$ cat config.mk
export PLATFORM = sky130hd
export DESIGN_NAME = jtopl_eg_rate_seq
export DESIGN_NICKNAME = d
export VERILOG_FILES = /design/src/rtl/jtopl_eg_rate_seq.sv
export SDC_FILE = /design/constraint.sdc
export NUM_CORES = 1
export LEC_CHECK = 0
export CORE_ASPECT_RATIO = 1.25
export CORE_UTILIZATION = 38
export DETAILED_ROUTE_END_ITERATION = 16
export GPL_ROUTABILITY_DRIVEN = 0
export SLEW_MARGIN = 20
export SYNTH_ARGS = -nofsm -noshare
export SYNTH_HDL_FRONTEND = slang
export SYNTH_SLANG_ARGS = --single-unit
$ cat constraint.sdc
create_clock -name clk_i -period 3.95 [get_ports clk_i]
set_input_delay 0.79 -clock clk_i [delete_from_list [all_inputs] [get_ports clk_i]]
set_output_delay 0.79 -clock clk_i [all_outputs]
set_load 0.05 [all_outputs]
$ cat src/rtl/jtopl_eg_rate_seq.sv
// Envelope rate/step sequencer: global EG counter plus a 2-stage per-slot rate/step pipeline.
// Optional counter preload ports are enabled by defining JTOPL_EGCNT_LOAD_EN.
module jtopl_eg_rate_seq #(
  parameter int unsigned SLOTS  = 18,
  parameter int unsigned CNTW   = 16,
  parameter int unsigned KSR_HI = 1,
  parameter int unsigned KSR_LO = 3
) (
  input  logic            clk_i,
  input  logic            rst_i,
  input  logic            cen_i,
  input  logic            zero_i,
  input  logic            in_valid_i,
  input  logic            attack_i,
  input  logic [4:0]      base_rate_i,
  input  logic [3:0]      keycode_i,
  input  logic            ksr_i,
`ifdef JTOPL_EGCNT_LOAD_EN
  input  logic            cnt_load_i,
  input  logic [CNTW-1:0] cnt_din_i,
`endif
  output logic            out_valid_o,
  output logic [5:0]      slot_out_o,
  output logic [5:0]      rate_o,
  output logic            step_o,
  output logic            sum_up_o,
  output logic [CNTW-1:0] eg_cnt_o
);

  localparam logic [5:0] SlotLast = 6'(SLOTS - 1);

  logic [5:0]      slot_q, slot_d, cur_slot;
  logic            sweep_end;
  logic [CNTW-1:0] eg_cnt_q, eg_cnt_d, carry_q, carry_d, ones;
  logic            run;

  logic            s1_valid_q, s1_attack_q;
  logic [5:0]      s1_slot_q, s1_rate_q;
  logic [3:0]      kc_sh;
  logic [6:0]      pre_rate;
  logic [5:0]      rate1;

  logic [3:0]      g;
  logic [CNTW-1:0] cnt_sh, carry_sh;
  logic [2:0]      cnt;
  logic [7:0]      pattern;
  logic            step2, sum2;

  logic            out_valid_q, step_q, sum_up_q;
  logic [5:0]      slot_out_q, rate_q;

  // zero tags the current slot as 0, so the counter resumes at 1 next cycle
  always_comb begin
    sweep_end = (slot_q == SlotLast);
    cur_slot  = zero_i ? 6'd0 : slot_q;
    if (zero_i)         slot_d = 6'd1;
    else if (sweep_end) slot_d = 6'd0;
    else                slot_d = slot_q + 6'd1;
  end

  // ones[i]: bits [i:0] of the counter are all set before the increment
  always_comb begin
    run  = 1'b1;
    ones = '0;
    for (int i = 0; i < int'(CNTW); i++) begin
      run     = run & eg_cnt_q[i];
      ones[i] = run;
    end
  end

  always_comb begin
    eg_cnt_d = eg_cnt_q;
    carry_d  = carry_q;
    if (sweep_end) begin
      eg_cnt_d = eg_cnt_q + CNTW'(1);
      carry_d  = ones;
    end
`ifdef JTOPL_EGCNT_LOAD_EN
    if (cnt_load_i) begin
      eg_cnt_d = cnt_din_i;
      carry_d  = '0;
    end
`endif
  end

  // Stage 1: effective rate with key scaling, saturated at 63
  always_comb begin
    kc_sh    = ksr_i ? (keycode_i >> KSR_HI) : (keycode_i >> KSR_LO);
    pre_rate = (base_rate_i == 5'd0) ? 7'd0 : ({1'b0, base_rate_i, 1'b0} + {3'd0, kc_sh});
    rate1    = (pre_rate >= 7'd60) ? 6'd63 : pre_rate[5:0];
  end

  // Stage 2: select counter phase and sweep carry per rate group
  always_comb begin
    g        = s1_rate_q[5:2];
    cnt_sh   = eg_cnt_q >> (4'd10 - g);
    carry_sh = carry_q >> (4'd9 - g);
    if (g == 4'd0) begin
      cnt  = 3'd0;
      sum2 = 1'b0;
    end else if (g <= 4'd9) begin
      cnt  = cnt_sh[2:0];
      sum2 = carry_sh[0];
    end else if (g <= 4'd14) begin
      cnt  = eg_cnt_q[2:0];
      sum2 = 1'b1;
    end else begin
      cnt  = 3'd7;
      sum2 = 1'b1;
    end

    if (g >= 4'd12) begin
      if (s1_attack_q && g == 4'd15) pattern = 8'hFF;
      else begin
        case (s1_rate_q[1:0])
          2'd0:    pattern = 8'h00;
          2'd1:    pattern = 8'h88;
          2'd2:    pattern = 8'hAA;
          default: pattern = 8'hEE;
        endcase
      end
    end else begin
      if (g == 4'd0 && !s1_attack_q) pattern = 8'hFE;
      else begin
        case (s1_rate_q[1:0])
          2'd0:    pattern = 8'hAA;
          2'd1:    pattern = 8'hEA;
          2'd2:    pattern = 8'hEE;
          default: pattern = 8'hFE;
        endcase
      end
    end
    step2 = pattern[cnt];
  end

  always_ff @(posedge clk_i) begin
    if (rst_i) begin
      slot_q      <= '0;
      eg_cnt_q    <= '0;
      carry_q     <= '0;
      s1_valid_q  <= 1'b0;
      s1_attack_q <= 1'b0;
      s1_slot_q   <= '0;
      s1_rate_q   <= '0;
      out_valid_q <= 1'b0;
      slot_out_q  <= '0;
      rate_q      <= '0;
      step_q      <= 1'b0;
      sum_up_q    <= 1'b0;
    end else if (cen_i) begin
      slot_q      <= slot_d;
      eg_cnt_q    <= eg_cnt_d;
      carry_q     <= carry_d;
      s1_valid_q  <= in_valid_i;
      s1_attack_q <= attack_i;
      s1_slot_q   <= cur_slot;
      s1_rate_q   <= rate1;
      out_valid_q <= s1_valid_q;
      // bubbles leave the previous result on the outputs
      if (s1_valid_q) begin
        slot_out_q <= s1_slot_q;
        rate_q     <= s1_rate_q;
        step_q     <= step2;
        sum_up_q   <= sum2;
      end
    end
  end

  assign out_valid_o = out_valid_q;
  assign slot_out_o  = slot_out_q;
  assign rate_o      = rate_q;
  assign step_o      = step_q;
  assign sum_up_o    = sum_up_q;
  assign eg_cnt_o    = eg_cnt_q;

endmodule
# --- Word level (Yosys, flattened, before mapping) ---
# Index checks and enable logic that the tools add are counted.
word_totals:
  elab_cells: 69
  reg_bits: 67
  inputBits: 16
  output_inout_bits: 31
classes:
  reduce_logical: 8
  n_addsub: 5
  n_bitwise: 15
  eq_ne: 4
  shifts: 2
  order_cmp: 5
  muxes: 18
ops:
  columns: ["op", "count"]
  rows:
  - ["$mux W6", 4]
  - ["$pmux W8 S3", 1]
  - ["$pmux W7 S3", 1]
  - ["$add A16 B1 Y16 const B", 1]
  - ["$mux W8", 2]
  - ["$shr A16 B4 Y1", 1]
  - ["$shr A16 B4 Y3", 1]
  - ["$and A1 B1 Y1", 15]
  - ["$mux W7", 2]
  - ["$mux W3", 4]
  - ["$le A4 B4 Y1 const B", 2]
  - ["$sub A4 B4 Y4 const A", 2]
  - ["$add A6 B3 Y7", 1]
  - ["$ge A7 B6 Y1 const B", 1]
  - ["$add A6 B1 Y6 const B", 1]
  - ["$eq A6 B5 Y1 const B", 1]
  - ["$logic_not A5 Y1", 1]
  - ["$eq A4 B4 Y1 const B", 1]
  - ["$ge A4 B4 Y1 const B", 1]
  - ["$logic_not A4 Y1", 1]
  - ["$lt A3 B4 Y1 const B", 1]
  - ["$reduce_and A2 Y1", 2]
  - ["$bmux W1 S3", 1]
  - ["$mux W1", 3]
  - ["other kinds (5)", 6]

# --- Longest topological paths before layout ---
# Gate-level depths: netlist of run 1.
logic_depth:
  word_depth: 15
  mapped_depth: 11
  depth_no_buf: 10

# --- Least setup slack after synthesis of run 1 ---
# Ideal clock, no wire load.
synth_path:
  path_type: "reg2reg"
  start: "register s1_rate_q[3]"
  end: "register step_q (netlist: step_o)"
  arrival_time_ns: 2.486
  slack_ns: 1.349
  required_ns: 3.835
  stages_incl_launch_ff: 11
  n_path_buf: 1
  setup_time_ns: 0.115
  period_less_slack_ns: 2.601
  path_cell_list: "dfxtp_1 > buf_2 > inv_1 > ha_1 > a21oi_2 > xnor2_2 > mux4_1 > mux4_2 > o22ai_1 > nand4_1 > o21a_1"
synth_between:
  elab_chain_len: 6
  elab_cells_between_ends: 17
  classes_between: "add/sub: 1; order compare: 3; eq/ne: 1; shift: 1; mux: 8; reduce/logical: 3"
synth_rtl:
  columns: ["element", "line", "source"]
  rows:
  - ["start, declared", "38", "logic [5:0] s1_slot_q, s1_rate_q;"]
  - ["start signal, assigned", "157", "s1_rate_q <= rate1;"]
  - ["$sub A4 B4 Y4 (tied with other cells)", "96", "cnt_sh = eg_cnt_q >> (4'd10 - g);"]
  - ["$shr A16 B4 Y3 (tied with other cells)", "96", null]
  - ["$mux W3 (tied with other cells)", "101", "end else if (g <= 4'd9) begin"]
  - ["$mux W3 or $mux W8 (tied branches)", "98, 112", null]
  - ["$bmux W1 S3 (*)", "133", "step2 = pattern[cnt];"]
  - ["$mux W1 (not written as such) (*)", "133", null]
  - ["end signal, assigned", "163", "step_q <= step2;"]
  - ["end, declared", "49", "logic out_valid_q, step_q, sum_up_q;"]
# Every way passes the cells marked *; elsewhere a longest branch is shown, timed or not. The select of a mux whose other input is x is not followed.
# A chain may end at the register's enable or synchronous reset.

# --- Final worst setup path of run 1 ---
layout_path:
  start: "input ksr_i"
  end: "register s1_rate_q[0]"
layout_between:
  elab_chain_len: 5
layout_rtl:
  columns: ["element", "line", "source"]
  rows:
  - ["start, declared", "17", "input logic ksr_i,"]
  - ["$mux W3 (*)", "88", "kc_sh = ksr_i ? (keycode_i >> KSR_HI) : (keycode_i >> KSR_LO);"]
  - ["$add A6 B3 Y7 (*)", "89", "pre_rate = (base_rate_i == 5'd0) ? 7'd0 : ({1'b0, base_rate_i, 1'b0} + {3'd0, kc_sh});"]
  - ["$mux W7 (*)", "89", null]
  - ["$ge A7 B6 Y1", "90", "rate1 = (pre_rate >= 7'd60) ? 6'd63 : pre_rate[5:0];"]
  - ["$mux W6 (*)", "90", null]
# Every way passes the cells marked *; elsewhere a longest branch is shown, timed or not.

==> results of run 1 <==
state kept, by name (all words and copies together), names as in the netlist:
signal	count
s1_rate_q	6
slot_q	6
sum_up_o	1
out_valid_o	1
slot_out_o	6
eg_cnt_o	16
s1_attack_q	1
step_o	1
s1_slot_q	6
s1_valid_q	1
rate_o	6
carry_q	16
power groups by stage:
stage	logic (µW)	registers (µW)	clock network [µW]
2_1_floorplan	128	712	0
3_3_place_gp	168	715	0
3_5_place_dp	171	715	0
4_1_cts	172	700	928
5_1_grt	191	701	960
6_report	171	700	911
final cells by class:
| cell class | instances | area (µm²) | area share |
|---|---|---|---|
| clock buffer | 9 | 225 | 0.0507 |
| clock inverter | 6 | 114 | 0.0256 |
| inverter | 13 | 48.8 | 0.0110 |
| multi-input combinational | 311 | 2060 | 0.464 |
| sequential | 67 | 1340 | 0.302 |
| tap | 123 | 154 | 0.0346 |
| timing repair buffer | 52 | 498 | 0.112 |
worst paths after layout:
check / from / end / slack, ns
max: ksr_i / s1_rate_q[0] / 0.95
min: s1_slot_q[0] / slot_out_o[0] / 0.45
max reg2reg: s1_rate_q[3] / step_o / 0.96
min reg2reg: s1_slot_q[0] / slot_out_o[0] / 0.45
layout by cell type (no fill, tap or decap), drive strengths merged, types with 2 or more instances in the layout:
master / count
buf: 8
mux2i: 9
nand2b: 9
and2: 2
clkdlybuf4s50: 44
nor2: 43
nand4: 8
dfxtp: 67
a211oi: 2
a21oi: 51
inv: 14
o21ai: 17
o21a: 3
o211ai: 4
mux4: 12
o22ai: 3
nor3: 12
bufinv: 3
clkinvlp: 2
nand3: 6
ha: 13
xnor2: 6
clkbuf: 9
nand3b: 8
nor4: 3
or3: 6
and3: 2
nand2: 59
xor2: 10
nor2b: 3
through the flow:
step           std cells  power (µW)  hold slack [ns]  area [µm²]
2_1_floorplan        417         840            0.429        3580
6_report             581        1780            0.450        4440
4_1_cts              581        1800            0.452        4440
3_3_place_gp         566         883            0.439        4110
5_1_grt              581        1850            0.473        4440
3_5_place_dp         566         885            0.444        4110
worst max-delay path, stage by stage:
cell and delay, ns:
clkdlybuf4s50_1 0.50, and2_1 0.14, ha_1 0.15, inv_1 0.06, fa_1 0.40, xor2_1 0.23
nor2_1 0.08, maj3_1 0.34, a21boi_0 0.27, o21a_1 0.17, nor3_1 0.04
cells by family (layout without fill, tap and decap cells):
| logic type | after synthesis | count (layout) |
|---|---|---|
| and+or+nand+nor | 168 | 168 |
| adders and majority gates | 15 | 15 |
| AOI/OAI and AO/OA | 90 | 90 |
| buffers and inverters | 39 | 80 |
| xor gates and xnor gates | 16 | 16 |
| muxes | 22 | 22 |
| DFF | 67 | 67 |
routing by layer:
| metal | track usage | share of wire | vias to the layer above |
|---|---|---|---|
| met5 | 0 | 0 | - |
| met4 | 0.0806 | 0.017 | 0 |
| met3 | 0.0291 | 0.033 | 11 |
| met2 | 0.318 | 0.52 | 48 |
| met1 | 0.237 | 0.43 | 1469 |
| li1 | - | - | 1543 |
==> results_dict.tcl, run 1 <==
set metrics [dict create \
    synth_common_cells "dfxtp_1, nand2_1, a21oi_1, nor2_1, clkbuf_1" \
    finalCriticalPeriod_ns 3.00 \
    setup_ws_ns 0.951 \
    hold_depth 2 \
    clockBufferDepth 2 \
    fillers 897 \
    synth_edf_count 0 \
    pwr-share-clk 0.511 \
    max_cap_violations 0 \
    crit_type "in2reg" \
    required_ns 4.13 \
    p_int_uw 1380 \
    reg2reg_depth 7 \
    synth.avg_cell_area_um2 8.59 \
    power_density_nw_per_um2 401 \
    syn-instance-count 417 \
    worst_pin_slew_ns 0.805 \
    fmax_mhz 333 \
    start_util 0.393 \
    synthMuxAreaShare 0.109 \
    die_w_um 88.8 \
    synth_warnings 0 \
    postCtsSetupBuffers 0 \
    power_switching_uw 405 \
    cp_max_fo 3 \
    synthAdderAreaFrac 0.0538 \
    yosysUniqueCellTypes 56 \
    yosys.area_share.simple 0.222 \
    drt-total-wl_um 8650 \
    pre_cts_ws_ns 0.616 \
    synth_top_cell_area_share 0.374 \
    track_usage 0.190 \
    cts_tree "built" \
    startpoint_type "input pin" \
    finalMaxSlewViolations 0 \
    netlist_area_um2 3580 \
    port-buffer-count 45 \
    hold_violations 0 \
    clock_sinks 67 \
    core_area_um2 9130 \
    grt_pass1_wl_um 14500 \
    pin_count 47 \
    clkSlewWorstSetupHoldPaths_ns 0.06 \
    dieHeight_um 111 \
    power.static_leakage_uw 0.00156 \
    drtPass1Iterations 4 \
    area_growth_pct 24.1 \
    worstSkewPairLatency_ns 0.33 \
    grt_max_degree 44 \
    ys_top_cells_by_area "dfxtp_1, a21oi_1, nand2_1" \
    synth-xor-area-share 0.0465 \
    hpwl_um 6160 \
    ant_nets 0 \
    async_reset_ff_frac 0 \
    nNetsFinal 484 \
    synth-compound-area-share 0.145 \
    wire_per_inst_um 14.9 \
    cp-end-kind "flop" \
    diodes 0 \
    synth_top_area_cell "dfxtp_1" \
    synth_seq_area_share 0.374 \
    synth_top_family_by_area "simple AND/OR/NAND/NOR gates" \
    rows 39 \
    vdd_drop_max_mv 0.194 \
    ys_seq_elements 67 \
    tns_ns 0 \
    ctsResizeCount 0 \
    antenna_found_initial 0 \
    setup_viol 0 \
    arrival_ns 3.18 \
    yosysMostFrequentCell "dfxtp_1" \
    synthFlopType "dfxtp_1" \
    cts_made_buffers 9 \
    pwr-share-seq 0.393 \
    clock-root-buffer "clkbuf_16" \
    p_comb_frac 0.096 \
    drive_gt1_frac 0.0852 \
    syn-num-nets 447 \
    die-area_um2 9820 \
    clock_skew_ns 0.00425 \
    cts-hold-fix-buffers 0 \
    post-route-util 0.487 \
    status "finished clean" \
    rsz0062_at_grt "false" \
    grt-ovfl-total 0 \
    hp-class "reg2reg" \
    swShare 0.228 \
    slew-limit-headroom 0.463 \
    h-tree-depth 3 \
    viasPerCell 5.29 \
    drc 0 \
    finalCritPeriodShare 0.759 \
    drtIter0Drc 100 \
    grt_pass1_vias 2990 \
    vias 3071 \
]
(Power assumes the default switching activity.)
==> inputs of run 2 (changes only) <==
- clock period: 3.95 -> 2.8 ns (I/O delays scaled with it)
==> results_dict.tcl, run 2 (synthesized netlist as in run 1, its figures left out) <==
set metrics [dict create \
    core_area_um2 9130 \
    cts_tree "built" \
    r2r_start "s1_rate_q[3]" \
    clkSlewWorstSetupHoldPaths_ns 0.05 \
    drtPass1Iterations 4 \
    wire_per_inst_um 15.0 \
    pin_count 47 \
    reg2reg_slack_ns 0.19 \
    power.static_leakage_uw 0.00159 \
    pwr-share-clk 0.467 \
    dieHeight_um 111 \
    finalCriticalPeriod_ns 2.61 \
    area_growth_pct 25.2 \
    clock_skew_ns 0.00467 \
    startpoint "s1_rate_q[3]" \
    clockBufferDepth 2 \
    mostFrequentLayoutCell "dfxtp_1" \
    rsz0062_at_grt "false" \
    die_w_um 88.8 \
    cp_slowest_cell "mux4_2" \
    pwr-share-seq 0.422 \
    worstSkewPairLatency_ns 0.33 \
    pre_cts_ws_ns -0.144 \
    cp-end-kind "flop" \
    p_int_uw 1770 \
    timing.rr.end "step_o" \
    fmax_mhz 384 \
    power_switching_uw 565 \
    ctsResizeCount 0 \
    grt_max_degree 37 \
    slew-limit-headroom 0.573 \
    setup_ws_ns 0.195 \
    grt_pass1_vias 3009 \
    cp_max_fo 8 \
    setup_viol 0 \
    clock_sinks 67 \
    rows 39 \
    vdd_drop_max_mv 0.292 \
    drt-total-wl_um 8860 \
    hpwl_um 6220 \
    viasPerCell 5.20 \
    drc 0 \
    startpoint_type "flop" \
    seq_area_um2 1340 \
    finalPower_uw 2330 \
    required_ns 3.02 \
    swShare 0.242 \
    status "finished clean" \
    h-tree-depth 3 \
    placed_cell_area_um2 4200 \
    power_density_nw_per_um2 520 \
    worst_pin_slew_ns 0.635 \
    cts-hold-fix-buffers 0 \
    tns_ns 0 \
    vias 3079 \
    drive_gt1_frac 0.104 \
    ant_nets 0 \
    p_comb_frac 0.112 \
    track_usage 0.195 \
    nNetsFinal 495 \
    reg2reg_depth 9 \
    hold_violations 0 \
    cp-endpoint "step_o" \
    multiInputGateArea_um2 2060 \
    port-buffer-count 45 \
    clock-root-buffer "clkbuf_16" \
    cp_cell_sequence "buf_4, ha_1, a21oi_2, xnor2_2, mux4_1, mux4_2, o22ai_1, nand4_1, o21a_1" \
    grt_pass1_wl_um 14700 \
    diodes 0 \
    drtIter0Drc 158 \
    cts_made_buffers 9 \
    hp-class "reg2reg" \
    final_area_um2 4480 \
    die-area_um2 9820 \
    final_cell_mix "dfxtp_1, nand2_1, a21oi_1" \
    arrival_ns 2.83 \
    finalMaxSlewViolations 0 \
    crit_type "reg2reg" \
    antenna_found_initial 0 \
    finalCritPeriodShare 0.930 \
    start_util 0.393 \
    fillers 883 \
    max_cap_violations 0 \
    postCtsSetupBuffers 0 \
    cpPeakStageDelay_ns 0.47 \
    grt-ovfl-total 0 \
]
==> run 2: cell types whose count changed in the layout (fill, tap and decap cells not counted) <==
cell       delta
clkinv_2      +2
inv_6         -1
bufinv_16     -2
buf_12        +1
clkbuf_1      +1
buf_4        +10
==> run 2: worst max-delay path: cells and delay by family, from the launching register on <==
kind                     cells  cell delay (ns)
AO/OA/AOI/OAI                3             0.45
multiplexers                 2             0.86
XOR/XNOR                     1             0.35
adder cells (fa/ha/maj)      1             0.17
flip-flops                   1             0.38
buffers and inverters        1             0.17
AND/OR/NAND/NOR              1             0.11
==> run 2: worst min path at each step <==
stage / depth (start not counted) / endpoint / slack (ns) / start
6_report: 2 / slot_out_o[5] / 0.45 / s1_slot_q[5]
2_1_floorplan: 2 / carry_q[4] / 0.43 / carry_q[4]
5_1_grt: 2 / slot_out_o[4] / 0.47 / s1_slot_q[4]
4_1_cts: 2 / slot_out_o[5] / 0.45 / s1_slot_q[5]
3_3_place_gp: 2 / slot_out_o[4] / 0.44 / s1_slot_q[4]
3_5_place_dp: 2 / slot_out_o[5] / 0.45 / s1_slot_q[5]
==> run 2: per-layer routing <==
layer	global-route usage	share of wire	vias up
met2	0.329	0.51	59
li1	-	-	1563
met4	0.0806	0.017	0
met3	0.0314	0.033	12
met5	0	0	-
met1	0.240	0.44	1445
==> run 2: stage by stage <==
stage,hold WS [ns],instances,util
finish,0.448,592,0.491
global route,0.468,592,0.491
CTS,0.453,592,0.491
detailed placement,0.446,577,0.460
global placement,0.440,577,0.460
floorplan,0.429,417,-
==> run 2: final cells by class <==
class,count,area share
inverter,13,0.0109
clock inverter,5,0.0123
multi-input combinational,311,0.460
tap,123,0.0343
clock buffer,10,0.0511
sequential,67,0.299
timing repair buffer,63,0.132
==> run 2: power by group through the flow <==
stage	clock network [µW]	logic, µW	registers, µW
after floorplan	0	181	1000
after global placement	0	256	1000
after detailed placement	0	260	1000
after CTS	1110	261	983
after global routing	1150	287	984
final	1090	260	983
